===== src/rtl/byte_fifo.sv =====
// byte_fifo: first-word fall-through valid/ready FIFO with occupancy count
// and almost-full flag; feeds the d input of the downstream register stage.
module byte_fifo #(
  parameter int WIDTH     = 8,
  parameter int DEPTH     = 4,
  parameter int AFULL_LVL = 3
) (
  input  logic                       clk,
  input  logic                       rst,
  input  logic                       flush,
  input  logic [WIDTH-1:0]           in_data,
  input  logic                       in_valid,
  output logic                       in_ready,
  output logic [WIDTH-1:0]           out_data,
  output logic                       out_valid,
  input  logic                       out_ready,
  output logic [$clog2(DEPTH+1)-1:0] count,
  output logic                       almost_full
);

  localparam int AW = $clog2(DEPTH);
  localparam int CW = $clog2(DEPTH + 1);

  logic [WIDTH-1:0] mem_r [DEPTH];
  logic [AW:0]      wr_ptr_r;
  logic [AW:0]      rd_ptr_r;
  logic [AW:0]      wr_ptr_nxt_s;
  logic [AW:0]      rd_ptr_nxt_s;
  logic [CW-1:0]    count_r;
  logic [CW-1:0]    count_nxt_s;
  logic             empty_s;
  logic             full_s;
  logic             push_s;
  logic             pop_s;

  // MSB of each pointer is the wrap bit; equal index with differing wrap means full
  assign empty_s = (wr_ptr_r == rd_ptr_r);
  assign full_s  = (wr_ptr_r[AW-1:0] == rd_ptr_r[AW-1:0]) &&
                   (wr_ptr_r[AW] != rd_ptr_r[AW]);
  assign push_s  = in_valid & ~full_s;
  assign pop_s   = out_ready & ~empty_s;

  assign in_ready    = ~full_s;
  assign out_valid   = ~empty_s;
  assign out_data    = mem_r[rd_ptr_r[AW-1:0]];
  assign count       = count_r;
  assign almost_full = (count_r >= CW'(AFULL_LVL));

  // Next-state for pointers and occupancy; flush discards that cycle's push/pop
  always_comb begin
    wr_ptr_nxt_s = wr_ptr_r;
    rd_ptr_nxt_s = rd_ptr_r;
    count_nxt_s  = count_r;
    if (flush) begin
      wr_ptr_nxt_s = '0;
      rd_ptr_nxt_s = '0;
      count_nxt_s  = '0;
    end else begin
      if (push_s) begin
        wr_ptr_nxt_s = wr_ptr_r + {{AW{1'b0}}, 1'b1};
      end else begin
        wr_ptr_nxt_s = wr_ptr_r;
      end
      if (pop_s) begin
        rd_ptr_nxt_s = rd_ptr_r + {{AW{1'b0}}, 1'b1};
      end else begin
        rd_ptr_nxt_s = rd_ptr_r;
      end
      case ({push_s, pop_s})
        2'b10:   count_nxt_s = count_r + {{(CW-1){1'b0}}, 1'b1};
        2'b01:   count_nxt_s = count_r - {{(CW-1){1'b0}}, 1'b1};
        default: count_nxt_s = count_r;
      endcase
    end
  end

  // Pointer and occupancy registers
  always_ff @(posedge clk or posedge rst) begin
    if (rst) begin
      wr_ptr_r <= '0;
      rd_ptr_r <= '0;
      count_r  <= '0;
    end else begin
      wr_ptr_r <= wr_ptr_nxt_s;
      rd_ptr_r <= rd_ptr_nxt_s;
      count_r  <= count_nxt_s;
    end
  end

  // Storage array; written only on an accepted, non-flushed push
  always_ff @(posedge clk or posedge rst) begin
    if (rst) begin
      for (int i = 0; i < DEPTH; i++) begin
        mem_r[i] <= '0;
      end
    end else if (push_s && !flush) begin
      mem_r[wr_ptr_r[AW-1:0]] <= in_data;
    end
  end

endmodule


===== config.mk =====
export PLATFORM = sky130hd
export DESIGN_NAME = byte_fifo
export DESIGN_NICKNAME = d
export VERILOG_FILES = /design/src/rtl/byte_fifo.sv
export SDC_FILE = /design/constraint.sdc
export NUM_CORES = 1
export LEC_CHECK = 0
export ABC_AREA = 1
export CAP_MARGIN = 5
export CORE_MARGIN = 1
export CORE_UTILIZATION = 40
export DETAILED_ROUTE_END_ITERATION = 8
export PLACE_DENSITY = 0.69
export SYNTH_ARGS = -nofsm -noshare
export SYNTH_HDL_FRONTEND = slang
export SYNTH_SLANG_ARGS = --single-unit

===== constraint.sdc =====
create_clock -name clk -period 3.23 [get_ports clk]
set_clock_uncertainty 0.2 [all_clocks]
set_input_delay 0.646 -clock clk [delete_from_list [all_inputs] [get_ports clk]]
set_output_delay 0.646 -clock clk [all_outputs]
set_load 0.005 [all_outputs]

* Word-level counts from Yosys, hierarchy flattened
Index checks and enable logic that the tools add are counted.
** Word-level totals
- Bits in registers :: 41
- Input port bits :: 13
- Output and inout bits :: 14
- Word-level logic and storage cells :: 45
** Operators by class
- Add/subtract/negate cells :: 4
- Magnitude comparators :: 4
- Equality and inequality tests :: 5
- Muxes and demuxes :: 12
- Bitwise operators :: 6
- Reduce and logical (&&, ||, !) cells :: 7
** Operators by type and width (count)
- $bwmux W32 :: 1
- $mux W8 :: 3
- $bmux W8 S2 :: 1
- $demux W8 S2 :: 1
- $mux W3 :: 5
- $add A3 B1 Y3 const B :: 3
- $ge A3 B3 Y1 const B :: 2
- $not A2 Y3 :: 2
- $pmux W3 S2 :: 1
- $reduce_bool A2 Y1 :: 2
- $eq A3 B3 Y1 :: 1
- $ge A3 B2 Y1 const B :: 1
- $logic_and A1 B1 Y1 :: 3
- $lt A3 B1 Y1 const B :: 1
- $reduce_bool A3 Y1 :: 1
- $sub A3 B1 Y3 const B :: 1
- $and A1 B1 Y1 :: 2
- $eq A2 B1 Y1 const B :: 1
- $eq A2 B2 Y1 :: 1
- $eq A2 B2 Y1 const B :: 1
- $not A1 Y1 :: 2
- $logic_not A1 Y1 :: 1
- $ne A1 B1 Y1 :: 1

* Logic depth before layout (Yosys ltp)
- Word-level depth :: 7
- Mapped depth :: 15
- Depth with buffers taken out :: 15

* Worst setup path before layout
OpenSTA, ideal clock, no wires.
- Kind :: flip-flop to flip-flop
- Start point :: register wr_ptr_r[0]
- End point :: register count_r[2], in the netlist count[2]
- Library setup time :: 117 ps
- Arrival time :: 1913 ps
- Data required time :: 2913 ps
- Path slack :: 999 ps
- Cell stages (with the launch flop) :: 16
- Buffers on the path :: 0
- Clock period less this slack :: 2231 ps
- Path through :: dfrtp_1 -> inv_1 -> nand2_1 -> nand2_1 -> nand3_1 -> nand2_2 -> inv_2 -> nand2_1 -> inv_1 -> fa_1 -> xnor2_1 -> inv_1 -> nand2_1 -> nand2_1 -> nand3_1 -> nand2_1
** Between the ends
- Elaborated cells between the ends (all ways) :: 12
- Classes of those cells :: eq/ne: 4; mux: 2; bitwise: 4; reduce/logical: 2
** RTL lines
- from (decl) :: RTL line 25 : logic [AW:0] wr_ptr_r;
- from (signal assigned) :: RTL line 84 : wr_ptr_r <= wr_ptr_nxt_s;
- $eq A3 B3 Y1 (*) :: RTL line 37 : assign empty_s = (wr_ptr_r == rd_ptr_r);
- $not A1 Y1 (*)
- net out_valid :: RTL line 15 : output logic out_valid,
- $and A1 B1 Y1 (*) :: RTL line 41 : assign pop_s = out_ready & ~empty_s;
- $eq A2 B1 Y1 or $eq A2 B2 Y1 (tied branches) :: RTL line 69 : case ({push_s, pop_s})
- $pmux W3 S2 :: RTL line 69
- $mux W3 :: RTL line 54 : if (flush) begin
- to (signal assigned) :: RTL line 86 : count_r <= count_nxt_s;
- to (decl) :: RTL line 29 : logic [CW-1:0] count_r;
Mark *: on every way through the listed nets, which the timed path passes. The rest lies on a longest branch.
A chain may end at the register's enable or synchronous reset.

* Worst setup path in the final report
- Start point :: register rd_ptr_r[0]
- End point :: output out_data[2]
** Between the ends
- Cells in the longest elaborated chain, start to end :: 4
** Ends and longest elaborated chain
- from (decl) :: RTL line 26 : logic [AW:0] rd_ptr_r;
- from (signal assigned) :: RTL line 85 : rd_ptr_r <= rd_ptr_nxt_s;
- $not A2 Y3 (implied by the code) :: RTL line 45 : assign out_data = mem_r[rd_ptr_r[AW-1:0]];
- $bmux W8 S2 :: RTL line 45
- $mux W8 (implied by the code) (2 in series) :: RTL line 45
- to (decl) :: RTL line 14 : output logic [WIDTH-1:0] out_data,
No other way between the ends. The select of a mux whose other input is x is not followed.

==> metrics <==
Worst Setup End Kind output pin; die height 75.1 um; die width 75.1 um; CTS Buf Count 5; count leader, synth nand2_1; Reg power frac 0.481; H-tree levels 2; unrepaired setup endpoints after global routing false; Post-CTS Setup Bufs 0; Worst Setup Path Type reg2out; syn_area_per_cell 8.10 sq um; Starting Density 0.416; final setup vio count 0; Switching Share 0.320; Setup WS post-layout 0.214 ns; Post-synth EDFFs 0; register area share after synthesis 0.480; detailed placer's ending HPWL 3390 um; CTS resizes 0; Synth Net Count 283; GRT Total Usage 0.200; Longest Clk Path Bufs 2; relative slew slack 0.658; Syn Inst Count 264; clk sinks 41; startpoint types flip-flop; clock latency on the worst-skew pair 0.29 ns; logic gate share of total power 0.293; total core area 5140 sq um; Main synth FF type dfrtp_1; outcome finished clean; minimum clock period 3.02 ns; Max Slew Vio Count 0; Cell variety after synth 26; f_max 332 MHz; DR WL/cell 13.5 um; final hold violations 0; Ant. Diodes 0; layout cells sized above 1 0.0764; P&R area growth vs syn 18.0%; Reg clk slew, reported paths 0.08 ns; initial antenna violation count 0; synthesized flop and latch total 41; top cells by count, synth 79 x nand2_1, 54 x o21ai_0, 41 x dfrtp_1, 18 x inv_1, 11 x nand3_1; synth warn 0; DRT Pass-1 Iters 4; Root Driver clkbuf_8; worst path arrival time 2.17 ns; I/O pin count 27; via count 1819; Final Cycle Share 0.934; power per cell area 592 nW/um^2; worst-path fanout max 25; Worst Tran Pin Value 0.513 ns; Hold WC Path Type reg2reg; Post-Route WL 4830 um; first-pass GRT wire length 8270 um; hold_ws 0.305 ns; setup_tns 0 ns; TritonCTS clock tree built; GPL Wtd Cong 0.772; top cells by area, synth dfrtp_1 48%, nand2_1 14%, o21ai_0 13%, inv_1 3.2%, ha_1 2.9%; Synth Cell Area 2140 sq um; port bufs 26; Yosys top cell area share 0.480; area leader, netlist dfrtp_1; Lkg Pwr 1.23 nW; pre-CTS setup slack 0.394 ns; Post-synth ARST share 1.00; peak supply drop 347 uV; Psw 0.479 mW; internal power 1.02 mW; max-cap viol count 0; DRT iter0 DRCs 113; DRC errors left 0; nets 307; DRT antenna net count 0; vias in the first global route 1752; GRT overflow 0; FP Rows 26; Clock Power Share 0.226; CTS hold repair buffers 0; Die ar. 5650 sq um; Pwr Total 1.50 mW; Via-to-Cell Ratio 5.08; Req. time, crit path 2.38 ns; pin count of the biggest net entering global routing 42
## flip-flops by register name, summed over array words and instances, names as in the netlist
register / cells
mem_r: 32
wr_ptr_r: 3
count: 3
rd_ptr_r: 3
## metrics by stage
step                utilization  area (sq um)  instances
global placement          0.474          2440        351
floorplan                     -          2140        264
detailed placement        0.474          2440        351
finish                    0.491          2520        358
global route              0.491          2520        358
CTS                       0.491          2520        358
## final timing paths
check	cells after the start	startpoint	slack (ns)	end
max in group asynchronous	3	rst	1.89	mem_r[28]$_DFFE_PP0P_
worst max-delay path	5	rd_ptr_r[0]$_DFFE_PP0P_	0.21	out_data[2]
min in group asynchronous	3	rst	0.58	mem_r[13]$_DFFE_PP0P_
worst min register to register	2	mem_r[16]$_DFFE_PP0P_	0.31	mem_r[16]$_DFFE_PP0P_
worst max register to register	15	rd_ptr_r[0]$_DFFE_PP0P_	0.36	count[2]$_DFFE_PP0P_
worst min-delay path	2	mem_r[16]$_DFFE_PP0P_	0.31	mem_r[16]$_DFFE_PP0P_
## cell families after synthesis
group           count (synthesis)  share of synthesized area
buf+inv                        33                     0.0678
xor+xnor                        1                    0.00409
flops                          41                      0.480
compound gates                 72                      0.171
simple gates                  111                      0.239
fa+ha+maj                       6                     0.0386
## per-layer routing
metal / wire, um / global-route usage / vias up
li1: - / - / 905
met1: 2250 / 0.291 / 864
met2: 2290 / 0.292 / 41
met3: 215 / 0.0495 / 9
met4: 72 / 0.0720 / 0
met5: 0 / 0 / -
## layout make-up
cell class | instances | area, sq um
Tap cell | 70 | 87.6
Sequential cell | 41 | 1030
Clock buffer | 7 | 86.3
Timing Repair Buffer | 27 | 268
Inverter | 23 | 88.8
Fill cell | 522 | 2620
Multi-Input combinational cell | 190 | 968
## cells in the final DEF (no fill, tap or decap), drive strengths merged
cell / instances
o21bai: 1
nand2: 84
o22ai: 2
ha: 5
clkbuf: 7
xnor2: 1
buf: 1
nor2: 14
nand3: 12
o21ai: 61
fa: 1
nand4: 1
clkdlybuf4s50: 26
dfrtp: 41
inv: 23
a21oi: 8
## power groups by stage
stage	registers (mW)	clock network [mW]	logic, mW
2_1_floorplan	0.697	0	0.267
3_3_place_gp	0.724	0	0.432
3_5_place_dp	0.726	0	0.443
4_1_cts	0.719	0.343	0.444
5_1_grt	0.734	0.371	0.505
6_report	0.719	0.338	0.439
## worst max-delay path, cell delays in order, from the launching register on
cell             delay (ns)
dfrtp_1                0.65
inv_2                  0.30
a21oi_1                0.19
o21ai_0                0.12
o21ai_1                0.11
clkdlybuf4s50_1        0.51
No activity file was read; power rests on OpenSTA's default activity.
